$ cat config.mk
export PLATFORM = sky130hd
export DESIGN_NAME = result_streamer
export DESIGN_NICKNAME = d
export VERILOG_FILES = /design/src/rtl/result_streamer.sv
export SDC_FILE = /design/constraint.sdc
export NUM_CORES = 1
export LEC_CHECK = 0
export BUFFER_PORTS_ARGS = -buffer_cell sky130_fd_sc_hd__buf_2
export CORE_ASPECT_RATIO = 1.1
export CORE_MARGIN = 3
export CORE_UTILIZATION = 50
export DETAILED_ROUTE_END_ITERATION = 10
export GPL_TIMING_DRIVEN = 0
export PLACE_DENSITY = 0.84
export SLEW_MARGIN = 30
export SYNTH_ARGS = -nofsm -noshare
export SYNTH_HDL_FRONTEND = slang
export SYNTH_SLANG_ARGS = --single-unit
$ cat constraint.sdc
create_clock -name clk_i -period 6.6 [get_ports clk_i]
set_input_delay 0.66 -clock clk_i [delete_from_list [all_inputs] [get_ports clk_i]]
set_output_delay 0.66 -clock clk_i [all_outputs]
set_load 0.005 [all_outputs]
$ cat src/rtl/result_streamer.sv
// result_streamer
//   Streams an N*N result matrix out of the upstream output SRAM as a
//   valid/ready beat stream once collection_complete_i rises. Reads are
//   issued in address order, land in a small FIFO, and are presented from
//   registered FIFO state. Read issue is credit-limited so the FIFO can
//   never overflow.
//
// Ports
//   clk_i, rstn_i             clock, async active-low reset
//   collection_complete_i     matrix ready upstream (rising edge starts a stream)
//   clear_i                   synchronous abort/flush
//   sram_read_enable_o/addr_o read request to the output SRAM
//   sram_read_data_i/valid_i  read response, fixed 1-cycle latency
//   m_valid_o/data_o/last_o   output stream, m_ready_i from downstream
//   busy_o, done_o, error_o   status: not idle, end-of-stream pulse, sticky error
module result_streamer #(
  parameter int N          = 8,
  parameter int DATA_WIDTH = 32,
  parameter int FIFO_DEPTH = 2
) (
  input  logic                       clk_i,
  input  logic                       rstn_i,
  input  logic                       collection_complete_i,
  input  logic                       clear_i,
  output logic                       sram_read_enable_o,
  output logic [$clog2(N*N)-1:0]     sram_read_addr_o,
  input  logic [DATA_WIDTH-1:0]      sram_read_data_i,
  input  logic                       sram_read_valid_i,
  output logic                       m_valid_o,
  output logic [DATA_WIDTH-1:0]      m_data_o,
  output logic                       m_last_o,
  input  logic                       m_ready_i,
  output logic                       busy_o,
  output logic                       done_o,
  output logic                       error_o
);

  localparam int NN = N * N;
  localparam int AW = $clog2(NN);
  localparam int CW = AW + 1;                       // holds NN without wrapping
  localparam int PW = (FIFO_DEPTH > 1) ? $clog2(FIFO_DEPTH) : 1;
  localparam int OW = $clog2(FIFO_DEPTH + 1);

  typedef enum logic [1:0] {IDLE, STREAM, DONE} state_t;

  state_t          state;
  logic            cc_q;        // previous collection_complete_i
  logic [CW-1:0]   addr_cnt;
  logic            out_q;       // a read was issued last cycle; response due now
  logic [AW-1:0]   out_addr;    // address of that read
  logic            drop_q;      // response due now belongs to a cleared stream

  logic [FIFO_DEPTH-1:0][DATA_WIDTH-1:0] fifo_data;
  logic [FIFO_DEPTH-1:0]                 fifo_last;
  logic [PW-1:0]   wr_ptr, rd_ptr;
  logic [OW-1:0]   occ;

  logic rise, pop, full, credit_ok, read_en, rsp, push, err_ev;
  logic [OW:0] need_w, room_w;

  function automatic logic [PW-1:0] nxt(input logic [PW-1:0] p);
    return (p == PW'(FIFO_DEPTH - 1)) ? '0 : p + 1'b1;
  endfunction

  assign rise = collection_complete_i & ~cc_q;
  assign pop  = m_valid_o & m_ready_i;
  assign full = (occ == OW'(FIFO_DEPTH));

  // Credit: entries held + the response arriving now, less the beat leaving
  // now, must leave room for the read issued this cycle. Using this cycle's
  // pop lets the stream sustain one beat per cycle with only two entries.
  assign need_w    = {1'b0, occ} + {{OW{1'b0}}, out_q};
  assign room_w    = (OW+1)'(FIFO_DEPTH) + {{OW{1'b0}}, pop};
  assign credit_ok = need_w < room_w;
  assign read_en   = (state == STREAM) & (addr_cnt < CW'(NN)) & credit_ok;

  assign sram_read_enable_o = read_en;
  assign sram_read_addr_o   = addr_cnt[AW-1:0];

  // A response with nothing outstanding, or into a full FIFO, is dropped and
  // flagged. The response to a read issued in the clear cycle is silently ignored.
  assign rsp    = sram_read_valid_i & ~drop_q;
  assign push   = rsp & out_q & ~full;
  assign err_ev = rsp & (~out_q | full);

  assign m_valid_o = (occ != '0);
  assign m_data_o  = fifo_data[rd_ptr];
  assign m_last_o  = m_valid_o & fifo_last[rd_ptr];
  assign busy_o    = (state != IDLE);

  always_ff @(posedge clk_i or negedge rstn_i) begin
    if (!rstn_i) begin
      state    <= IDLE;
      cc_q     <= 1'b0;
      addr_cnt <= '0;
      out_q    <= 1'b0;
      out_addr <= '0;
      drop_q   <= 1'b0;
      done_o   <= 1'b0;
      error_o  <= 1'b0;
    end else begin
      cc_q   <= collection_complete_i;
      drop_q <= clear_i;
      done_o <= 1'b0;
      if (clear_i) begin
        state    <= IDLE;
        addr_cnt <= '0;
        out_q    <= 1'b0;
        error_o  <= 1'b0;
      end else begin
        out_q <= read_en;
        if (read_en) begin
          out_addr <= addr_cnt[AW-1:0];
          addr_cnt <= addr_cnt + 1'b1;
        end
        if (err_ev) error_o <= 1'b1;
        case (state)
          IDLE: if (rise) begin
            state    <= STREAM;
            addr_cnt <= '0;
          end
          STREAM: if (pop && m_last_o) begin
            state  <= DONE;
            done_o <= 1'b1;
          end
          DONE:    state <= IDLE;
          default: state <= IDLE;
        endcase
      end
    end
  end

  always_ff @(posedge clk_i or negedge rstn_i) begin
    if (!rstn_i) begin
      fifo_data <= '0;
      fifo_last <= '0;
      wr_ptr    <= '0;
      rd_ptr    <= '0;
      occ       <= '0;
    end else if (clear_i) begin
      wr_ptr <= '0;
      rd_ptr <= '0;
      occ    <= '0;
    end else begin
      if (push) begin
        fifo_data[wr_ptr] <= sram_read_data_i;
        fifo_last[wr_ptr] <= (out_addr == AW'(NN - 1));
        wr_ptr            <= nxt(wr_ptr);
      end
      if (pop) rd_ptr <= nxt(rd_ptr);
      occ <= occ + OW'(push) - OW'(pop);
    end
  end

endmodule

==> results of run 1 <==
[where the power goes]
| group | total, mW | leakage, nW | switching [mW] | internal [mW] |
|---|---|---|---|---|
| logic | 0.382 | 1.20 | 0.168 | 0.214 |
| registers | 0.670 | 1.22 | 0.0441 | 0.625 |
| clock network | 0.414 | 0.117 | 0.189 | 0.225 |
[stage by stage]
stage	std cells	total power, mW
final	489	1.47
after global routing	489	1.55
after CTS	489	1.48
after detailed placement	473	1.07
after global placement	472	1.05
after floorplan	286	0.913
[flip-flops by register name (all words and copies together), names as in the netlist, 2 cells and up]
signal and count:
fifo_data 64, fifo_last 2, state 2, out_addr 6
addr_cnt 7, occ 2
[worst min-delay path by stage]
stage                   from             to  cells past startpoint
3_3_place_gp         error_o        error_o                      2
4_1_cts               rstn_i  fifo_data[42]                      1
3_5_place_dp   fifo_data[39]  fifo_data[39]                      1
2_1_floorplan         rstn_i    addr_cnt[0]                      0
5_1_grt               rstn_i  fifo_data[42]                      1
6_report              rstn_i  fifo_data[42]                      1
[logic make-up (layout without fill, tap and decap cells)]
kind of cell | Yosys count | count (layout)
mux | 105 | 105
simple gates | 33 | 33
fa+ha+maj | 5 | 5
buf+inv | 27 | 125
xor+xnor | 4 | 4
flops | 90 | 90
compound gates | 22 | 22
[worst max-delay path, stage by stage, from the launching register on]
cell	delay, ns
dfrtp_1	0.48
ha_1	0.23
ha_1	0.19
or4b_1	0.45
buf_2	0.19
nor2_1	0.09
buf_2	0.11
[cells in the mapped netlist (2+ instances only)]
cell type  instances
a21oi_1            8
and3_1             2
buf_1              2
buf_2              5
buf_4              6
buf_6              4
clkbuf_1           3
dfrtp_1           90
ha_1               5
inv_1              7
mux2_2           101
mux2_4             3
nand2_1            2
nand3_1            2
nand4_1            2
nor2_1            13
o21ai_0            5
o31ai_1            3
or3_1              2
or4_1              2
xor2_1             3
[placed cells by master (no fill, tap or decap), types with 3 or more instances in the layout]
| cell type | n |
|---|---|
| ha_1 | 5 |
| buf_6 | 5 |
| nor2_1 | 13 |
| clkbuf_8 | 10 |
| clkbuf_1 | 3 |
| buf_2 | 85 |
| o31ai_1 | 3 |
| mux2_4 | 3 |
| a21oi_1 | 8 |
| mux2_2 | 101 |
| xor2_1 | 3 |
| o21ai_0 | 5 |
| dfrtp_1 | 90 |
| inv_1 | 7 |
| buf_4 | 6 |
[cell type report]
class | count | area, um2
fill | 609 | 2840
sequential | 90 | 2250
multi-input combinational | 169 | 1640
timing repair buffer | 82 | 439
clock buffer | 10 | 138
buffer | 20 | 134
tap | 105 | 131
clock inverter | 6 | 87.6
inverter | 7 | 26.3
[per-layer routing]
| layer | global-route usage [%] | vias to the layer above |
|---|---|---|
| li1 | - | 1196 |
| met1 | 22.4 | 1261 |
| met2 | 29.5 | 63 |
| met3 | 2.77 | 11 |
| met4 | 7.20 | 0 |
| met5 | 0 | - |
==> summary.md, run 1 <==
| Metric | Value |
|---|---|
| Status | `finished, final reports clean` |
| Final setup viols | `0` |
| Final Hold Fails | `0` |
| Final min period | `2.74 ns` |
| Util after Layout | `63.1%` |
| Design Area, Final | `4840 um2` |
| Pre-CTS setup slack | `4.17 ns` |
| Initial Util | `52.7%` |
| Post_cts resized | `0` |
| Post-Route WL | `7520 um` |
| Max VDD drop | `0.000130 V` |
| I/O Buffers | `81` |
| Fin crit share | `41.6%` |
| RSZ-0062 raised after global routing | `false` |
| DIE AREA | `9210 um2` |
| Wl on met1 | `3300 um` |
| Routed Antenna Nets | `0` |
| Critical Path Start | `occ[0]` |
| Mux cell area share after synthesis | `29.4%` |
| Post-synthesis cell count | `286` |
| Fraction of layout cells with a size suffix above 1 | `58.1%` |
| Placed instance area | `4620 um2` |
| Synth Register Bits | `90` |
| CTS H-tree depth | `3` |
| Skew-Pair Late Insertion Delay | `0.35 ns` |
| Clk root buf | `clkbuf_8` |
| Worst min-delay path class | `in2async` |
| Top cell type's share of synthesized area | `55.6%` |
| Largest net degree at the start of global routing | `49` |
| Flop2flop setup slack | `4.29 ns` |
| Nets | `422` |
| Total track usage | `17.4%` |
| Hold_buf cts | `0` |
| Layout Skew | `0.00580 ns` |
| Ys flop type | `dfrtp_1` |
| Clk buf depth | `2` |
| Met2 Routed Length | `3780 um` |
| Met3 WL | `302 um` |
| First-pass GRT wire length | `12800 um` |
| Mean Syn Cell Area | `14.2 um2` |
| Core area | `7680 um2` |
| Worst Tran Pin Value | `0.623 ns` |
| Worst R2R Path Depth | `6` |
| Post-synthesis compound-gate area fraction | `3.74%` |
| Vias in the first global route | `2708` |
| Unique masters post-synth | `37` |
| Reg2Reg Capture Point | `out_addr[4]` |
| Pwr/cell area | `302 nW/um2` |
| Fmax | `365 MHz` |
| EDFF count, synth | `0` |
| Most area-consuming cells after synthesis | `dfrtp_1 56%, mux2_2 28%, ha_1 1.5%` |
| Core Rows | `33` |
| Standby leakage power | `2.54 nW` |
| Fin Hold WS | `0.210 ns` |
| Post-CTS Setup Inserts | `0` |
| Critical Path Fanout Max | `9` |
| Die Ht | `100 um` |
| Setup crit end | `sram_read_enable_o` |
| Startpoint types | `flop` |
| DR DRC count | `0` |
| Relative slew slack | `58.5%` |
| Via density per instance | `5.18` |
| Clock sink count | `90` |
| Max_cap viols | `0` |
| Via Count | `2531` |
| DR iter-0 viols | `30` |
| Critical path type | `reg2out` |
| Register area share after synthesis | `55.6%` |
| 1st-pass router iterations | `4` |
| Clock transition at the registers of the reported paths | `0.08 ns` |
| Required time of the critical path | `5.94 ns` |
| Clock tree from TritonCTS | `yes` |
| Post-Syn Area | `4050 um2` |
| Mapped Nets | `329` |
| Setup_tns | `0 ns` |
| Synth area leader | `dfrtp_1` |
| Slew Viols, Final | `0` |
| Final worst slack | `3.86 ns` |
| Hpwl dp | `5450 um` |
| XOR/XNOR Fraction of Synth Area | `0.865%` |
| Simple-gate area share of the yosys netlist | `4.82%` |
| Async set-reset flop share out of synthesis | `100%` |
| Synth warnings | `0` |
| Synthesis-to-finish area growth | `19.7%` |
| RR Startpoint | `occ[0]` |
| CP endpoint kind | `output pin` |
| Adder-cell share of the synthesized area | `1.55%` |
| Routed len/inst | `15.4 um` |
| Width of the die | `91.8 um` |
| Largest family of logic cells by synthesized area | `multiplexers` |
| Top-Level Pins | `82` |
| Diode count | `0` |
| CP arrival | `2.08 ns` |
| Overflow left after global routing | `0` |
| Total CTS buffers | `9` |
| Gpl congestion | `0.812` |
| Antenna violations before repair | `0` |
| Max layer used | `met4` |
Note: power is estimated with default switching activity, not from simulation.
==> run 2: changes to the inputs <==
Settings changed: CORE_UTILIZATION 50 to 49, PLACE_DENSITY 0.84 to 0.85.
Clock period 6.6 ns to 2.4 ns, I/O delays scaled along.
==> run 2 against run 1 <==
Global-route usage up 0.27 points. Setup slack worse by 3.7 ns. Critical path depth unchanged. Power rose to 2.8 times the previous value. Hold slack worse by 0.084 ns. Final cell count up 1.4%. Register-to-register slack worse by 4.2 ns. Clock-buffer cell count down 1. Non-clock buffer count up 5. Final area up 1.4%.
==> summary.md, run 2 (synthesis gave the netlist of run 1 again) <==
| Metric | Value |
|---|---|
| Critical Path Fanout Max | `9 (unchanged)` |
| I/O Buffers | `81 (unchanged)` |
| Via Count | `2578 (was 2531)` |
| Fraction of layout cells with a size suffix above 1 | `58.5% (was 58.1%)` |
| DR DRC count | `0 (unchanged)` |
| Clock network fraction of total power | `29.7% (was 28.2%)` |
| Skew-Pair Late Insertion Delay | `0.35 ns (about the same)` |
| Clock transition at the registers of the reported paths | `0.09 ns (was 0.08 ns)` |
| CP endpoint kind | `output pin (unchanged)` |
| Sw Share | `27.2% (was 27.4%)` |
| Routed Antenna Nets | `0 (unchanged)` |
| Initial Util | `50.9% (was 52.7%)` |
| Synthesis-to-finish area growth | `21.3% (was 19.7%)` |
| Post-Route WL | `7750 um (was 7520 um)` |
| Final worst slack | `0.109 ns (was 3.86 ns)` |
| Width of the die | `92.7 um (was 91.8 um)` |
| Final setup viols | `0 (unchanged)` |
| Sw Pwr | `1.12 mW (was 0.401 mW)` |
| Pint | `3.01 mW (was 1.06 mW)` |
| Setup_tns | `0 ns (unchanged)` |
| Fill cells | `659 (was 609)` |
| Sequential power share | `44.7% (was 45.7%)` |
| Startpoint types | `flop (unchanged)` |
| CTS H-tree depth | `3 (unchanged)` |
| Pwr/cell area | `841 nW/um2 (was 302 nW/um2)` |
| Worst Tran Pin Value | `0.595 ns (was 0.623 ns)` |
| Nets | `427 (was 422)` |
| Total track usage | `17.7% (was 17.4%)` |
| Required time of the critical path | `2.16 ns (was 5.94 ns)` |
| Fin crit share | `95.5%` |
| Slew Viols, Final | `0 (unchanged)` |
| Max_cap viols | `0 (unchanged)` |
| Commonest non-fill, non-tap cell in the layout | `mux2_2 (unchanged)` |
| Standby leakage power | `2.56 nW (was 2.54 nW)` |
| Hpwl dp | `5410 um (was 5450 um)` |
| DIE AREA | `9390 um2 (was 9210 um2)` |
| Total CTS buffers | `9 (unchanged)` |
| 1st-pass router iterations | `4 (unchanged)` |
| Top-Level Pins | `82 (unchanged)` |
| Top reg by flops | `fifo_data (unchanged)` |
| Core area | `7960 um2 (was 7680 um2)` |
| Vias in the first global route | `2641 (was 2708)` |
| Routed len/inst | `15.6 um (was 15.4 um)` |
| Largest net degree at the start of global routing | `74 (was 49)` |
| Layout Skew | `0.0142 ns (was 0.00580 ns)` |
| Overflow left after global routing | `0 (unchanged)` |
| Util after Layout | `61.7% (was 63.1%)` |
| Worst min-delay path class | `in2reg (was in2async)` |
| RSZ-0062 raised after global routing | `true (was false)` |
| DR iter-0 viols | `58 (was 30)` |
| Final Hold Fails | `0 (unchanged)` |
| Diode count | `0 (unchanged)` |
| CP arrival | `2.05 ns (was 2.08 ns)` |
| Clk buf depth | `2 (unchanged)` |
| Max reg flops | `64 (unchanged)` |
| Core Rows | `34 (was 33)` |
| Clock tree from TritonCTS | `yes (unchanged)` |
| Logic pwr share | `25.6% (was 26.1%)` |
| Fin Hold WS | `0.126 ns (was 0.210 ns)` |
| Gpl congestion | `0.769 (was 0.812)` |
| Antenna violations before repair | `0 (unchanged)` |
| Clk root buf | `clkbuf_8 (unchanged)` |
| Die Ht | `101 um (was 100 um)` |
| Pre-CTS setup slack | `0.0960 ns (was 4.17 ns)` |
| Max VDD drop | `0.000414 V (was 0.000130 V)` |
| Most frequent cells in the layout | `101 x mux2_2, 89 x dfrtp_1, 85 x buf_2 (was 101 x mux2_2, 90 x dfrtp_1, 85 x buf_2)` |
| Status | `finished, final reports clean (unchanged)` |
| Clock sink count | `90 (unchanged)` |
| First-pass GRT wire length | `12900 um (was 12800 um)` |
| Fmax | `436 MHz` |
| Biggest regs | `fifo_data: 64 flops, addr_cnt: 7 flops, out_addr: 6 flops (unchanged)` |
| Via density per instance | `5.20 (was 5.18)` |
| Final min period | `2.29 ns` |
| Critical path type | `reg2out (unchanged)` |
| Relative slew slack | `60.3% (was 58.5%)` |
==> run 2: stage by stage <==
step / power (mW) / instances / area [um2]
finish: 4.13 / 496 / 4910
detailed placement: 2.93 / 476 / 4620
CTS: 4.19 / 494 / 4890
floorplan: 2.51 / 286 / 4050
global placement: 2.88 / 475 / 4590
global route: 4.37 / 496 / 4910
==> run 2: layout make-up <==
| class | instances | area [um2] | share of cell area (%) |
|---|---|---|---|
| Buffer | 20 | 136 | 2.78 |
| Tap cell | 108 | 135 | 2.75 |
| Inverter | 7 | 26.3 | 0.535 |
| Clock inverter | 6 | 115 | 2.34 |
| Timing Repair Buffer | 87 | 484 | 9.86 |
| Clock buffer | 9 | 124 | 2.52 |
| Multi-Input combinational cell | 169 | 1640 | 33.3 |
| Sequential cell | 90 | 2250 | 45.9 |
==> run 2: path summary, 6_finish.rpt <==
check	endpoint	startpoint	slack (ns)	cells after the start
setup / recovery	sram_read_enable_o	occ[0]	0.11	6
hold / removal	fifo_data[36]	sram_read_data_i[4]	0.13	2
setup reg to reg	addr_cnt[5]	occ[0]	0.12	6
hold reg to reg	error_o	error_o	0.50	2
max in group asynchronous	fifo_last[1]	rstn_i	1.51	3
min in group asynchronous	fifo_data[41]	rstn_i	0.27	2
==> run 2: power by group through the flow <==
stage | combinational, mW | clock, mW | sequential, mW
after CTS | 1.07 | 1.27 | 1.84
after floorplan | 0.676 | 0 | 1.84
after detailed placement | 1.06 | 0 | 1.87
after global routing | 1.17 | 1.33 | 1.87
after global placement | 1.03 | 0 | 1.85
final | 1.06 | 1.23 | 1.85
==> run 2: repair_timing <==
action | in CTS | in global routing
setup endpoints to repair | 0 | 27
hold endpoints to repair | 19 | 0
gates resized for setup | 0 | 4
hold buffers | 3 | 0
setup buffers | 0 | 2
==> run 2: worst max-delay path, stage by stage, from the launching register on <==
cell     delay, ns
dfrtp_2       0.47
ha_1          0.20
ha_1          0.19
or4b_1        0.45
buf_2         0.19
nor2_1        0.09
buf_2         0.11
==> run 2: per-layer routing <==
metal	up-vias	routed length [um]	track usage, %	share of wire (%)
li1	1209	-	-	-
met1	1289	3480	23.1	45
met2	69	3790	29.1	49
met3	11	338	3.34	4.4
met4	0	141	7.44	1.8
met5	-	0	0	0
==> run 3: changes to the inputs <==
Settings changed: CORE_MARGIN 3 to default.
==> run 3 against run 2 <==
Routed wire length shrank 3.8%. Sequential cell count is the same. Highest routed layer unchanged. Clock skew shrank 0.0031 ns. Via count is essentially flat. Die area shrank 8.1%. Maximum frequency shrank 3.0%. Power shrank 3.9%. Largest power group unchanged. Final area shrank 0.38%.
==> summary.md, run 3 (synthesis gave the netlist of run 1 again) <==
| Metric | Value |
|---|---|
| Diode count | `0 (unchanged)` |
| Inst Count DP | `476 (unchanged)` |
| Clock tree from TritonCTS | `yes (unchanged)` |
| Critical Path Fanout Max | `9 (unchanged)` |
| Clk root buf | `clkbuf_8 (unchanged)` |
| Routed Antenna Nets | `0 (unchanged)` |
| Clock transition at the registers of the reported paths | `0.09 ns (about the same)` |
| RSZ-0062 raised after global routing | `true (unchanged)` |
| Hpwl dp | `5210 um (was 5410 um)` |
| Max VDD drop | `0.000382 V (was 0.000414 V)` |
| Slew Viols, Final | `0 (unchanged)` |
| Placed instance area | `4620 um2 (unchanged)` |
| Most Frequent Cell on Critical Path | `ha_1` |
| Standby leakage power | `2.56 nW (about the same)` |
| Startpoint types | `flop (unchanged)` |
| Final min period | `2.36 ns (was 2.29 ns)` |
| Vias in the first global route | `2593 (was 2641)` |
| Total track usage | `18.3% (was 17.7%)` |
| Commonest non-fill, non-tap cell in the layout | `mux2_2 (unchanged)` |
| CP arrival | `2.60 ns (was 2.05 ns)` |
| Total power | `3.97 mW (was 4.13 mW)` |
| Overflow left after global routing | `0 (unchanged)` |
| Util after Layout | `61.5% (was 61.7%)` |
| Pwr/cell area | `812 nW/um2 (was 841 nW/um2)` |
| DR DRC count | `0 (unchanged)` |
| Design Area, Final | `4890 um2 (was 4910 um2)` |
| CTS H-tree depth | `3 (unchanged)` |
| Required time of the critical path | `2.64 ns (was 2.16 ns)` |
| Post-Route WL | `7460 um (was 7750 um)` |
| Final Hold Fails | `0 (unchanged)` |
| Fraction of layout cells with a size suffix above 1 | `59.1% (was 58.5%)` |
| Top reg by flops | `fifo_data (unchanged)` |
| Largest net degree at the start of global routing | `75 (was 74)` |
| Antenna violations before repair | `0 (unchanged)` |
| Via density per instance | `5.19 (was 5.20)` |
| Setup_tns | `0 ns (unchanged)` |
| Routed len/inst | `15.0 um (was 15.6 um)` |
| Worst path slowest cell | `or4b_1 (was dfrtp_2)` |
| Crit path cell chain | `ha_1 -> ha_1 -> or4b_1 -> buf_4 -> nor3_4 -> mux2_2 (was ha_1 -> ha_1 -> or4b_1 -> buf_2 -> nor2_1 -> buf_2)` |
| Clock sink count | `90 (unchanged)` |
| Layout Skew | `0.0111 ns (was 0.0142 ns)` |
| 1st-pass router iterations | `4 (unchanged)` |
| Biggest regs | `fifo_data: 64 flops, addr_cnt: 7 flops, out_addr: 6 flops (unchanged)` |
| Clk buf depth | `2 (unchanged)` |
| Final Non-Filler Cells | `497 (was 496)` |
| Via Count | `2577 (was 2578)` |
| Fin Hold WS | `0.0192 ns (was 0.126 ns)` |
| Status | `finished, final reports clean (unchanged)` |
| Pre-CTS setup slack | `0.0776 ns (was 0.0960 ns)` |
| Synthesis-to-finish area growth | `20.8% (was 21.3%)` |
| Width of the die | `88.7 um (was 92.7 um)` |
| Critical path type | `reg2reg (was reg2out)` |
| Max reg flops | `64 (unchanged)` |
| Max_cap viols | `0 (unchanged)` |
| Fin crit share | `98.4% (was 95.5%)` |
| Relative slew slack | `61.5% (was 60.3%)` |
| CP max stage delay | `0.48 ns (was 0.47 ns)` |
| Nets | `427 (unchanged)` |
| DIE AREA | `8630 um2 (was 9390 um2)` |
| Initial Util | `50.9% (unchanged)` |
| Total CTS buffers | `9 (unchanged)` |
| Fill cells | `647 (was 659)` |
| DR iter-0 viols | `49 (was 58)` |
| Worst Tran Pin Value | `0.578 ns (was 0.595 ns)` |
| I/O Buffers | `81 (unchanged)` |
| Gpl congestion | `0.754 (was 0.769)` |
| Worst min-delay path class | `in2reg (unchanged)` |
| Top-Level Pins | `82 (unchanged)` |
| Fmax | `423 MHz (was 436 MHz)` |
| Final worst slack | `0.0375 ns (was 0.109 ns)` |
| Die Ht | `97.3 um (was 101 um)` |
| Core Rows | `34 (unchanged)` |
| Skew-Pair Late Insertion Delay | `0.35 ns (about the same)` |
| First-pass GRT wire length | `12200 um (was 12900 um)` |
| Final setup viols | `0 (unchanged)` |
| CP endpoint kind | `flop (was output pin)` |
| Most frequent cells in the layout | `100 x mux2_2, 89 x dfrtp_1, 84 x buf_2 (was 101 x mux2_2, 89 x dfrtp_1, 85 x buf_2)` |
| Core area | `7960 um2 (unchanged)` |
==> run 3: power breakdown <==
| part | leakage (nW) | internal, mW | switching (mW) | total, mW |
|---|---|---|---|---|
| logic | 1.24 | 0.603 | 0.460 | 1.06 |
| clock network | 0.103 | 0.521 | 0.549 | 1.07 |
| registers | 1.22 | 1.72 | 0.116 | 1.84 |
| total | 2.56 | 2.85 | 1.13 | 3.97 |
==> run 3: critical path: cells and delay by family, from the launching register on <==
family                   cells  cell delay [ns]
AND/OR/NAND/NOR              2             0.81
buffers and inverters        1             0.19
multiplexers                 1             0.39
flip-flops                   1             0.46
adder cells (fa/ha/maj)      2             0.40
==> run 3: metal layers <==
metal,up-vias,GRT usage (%),part of all wire [%]
li1,1217,-,-
met1,1286,23.9,43
met2,66,30.2,50
met3,8,4.33,5.3
met4,0,5.21,1.1
met5,-,0,0
==> run 3: path summary, 6_finish.rpt <==
kind / from / endpoint / slack, ns / cells after the start
hold / removal: collection_complete_i / cc_q / 0.02 / 1
setup / recovery: occ[0] / out_addr[5] / 0.04 / 6
hold reg to reg: fifo_data[18] / fifo_data[18] / 0.51 / 1
setup reg to reg: occ[0] / out_addr[5] / 0.04 / 6
max in group asynchronous: rstn_i / occ[0] / 1.51 / 3
min in group asynchronous: rstn_i / fifo_data[9] / 0.28 / 2
==> run 3: repair_timing <==
item,4_1_cts,5_1_grt
endpoints found under the setup margin,0,24
buffers inserted,0,3
hold buffers,2,0
endpoints found under the hold margin,17,0
resized for setup,0,8
==> run 3: final cells by class <==
cell class	count	area, um2	share of cell area, %
tap	108	135	2.76
multi-input combinational	169	1650	33.7
timing repair buffer	87	482	9.85
clock buffer	10	138	2.81
clock inverter	6	72.6	1.48
inverter	7	26.3	0.537
buffer	20	139	2.84
sequential	90	2250	46.1
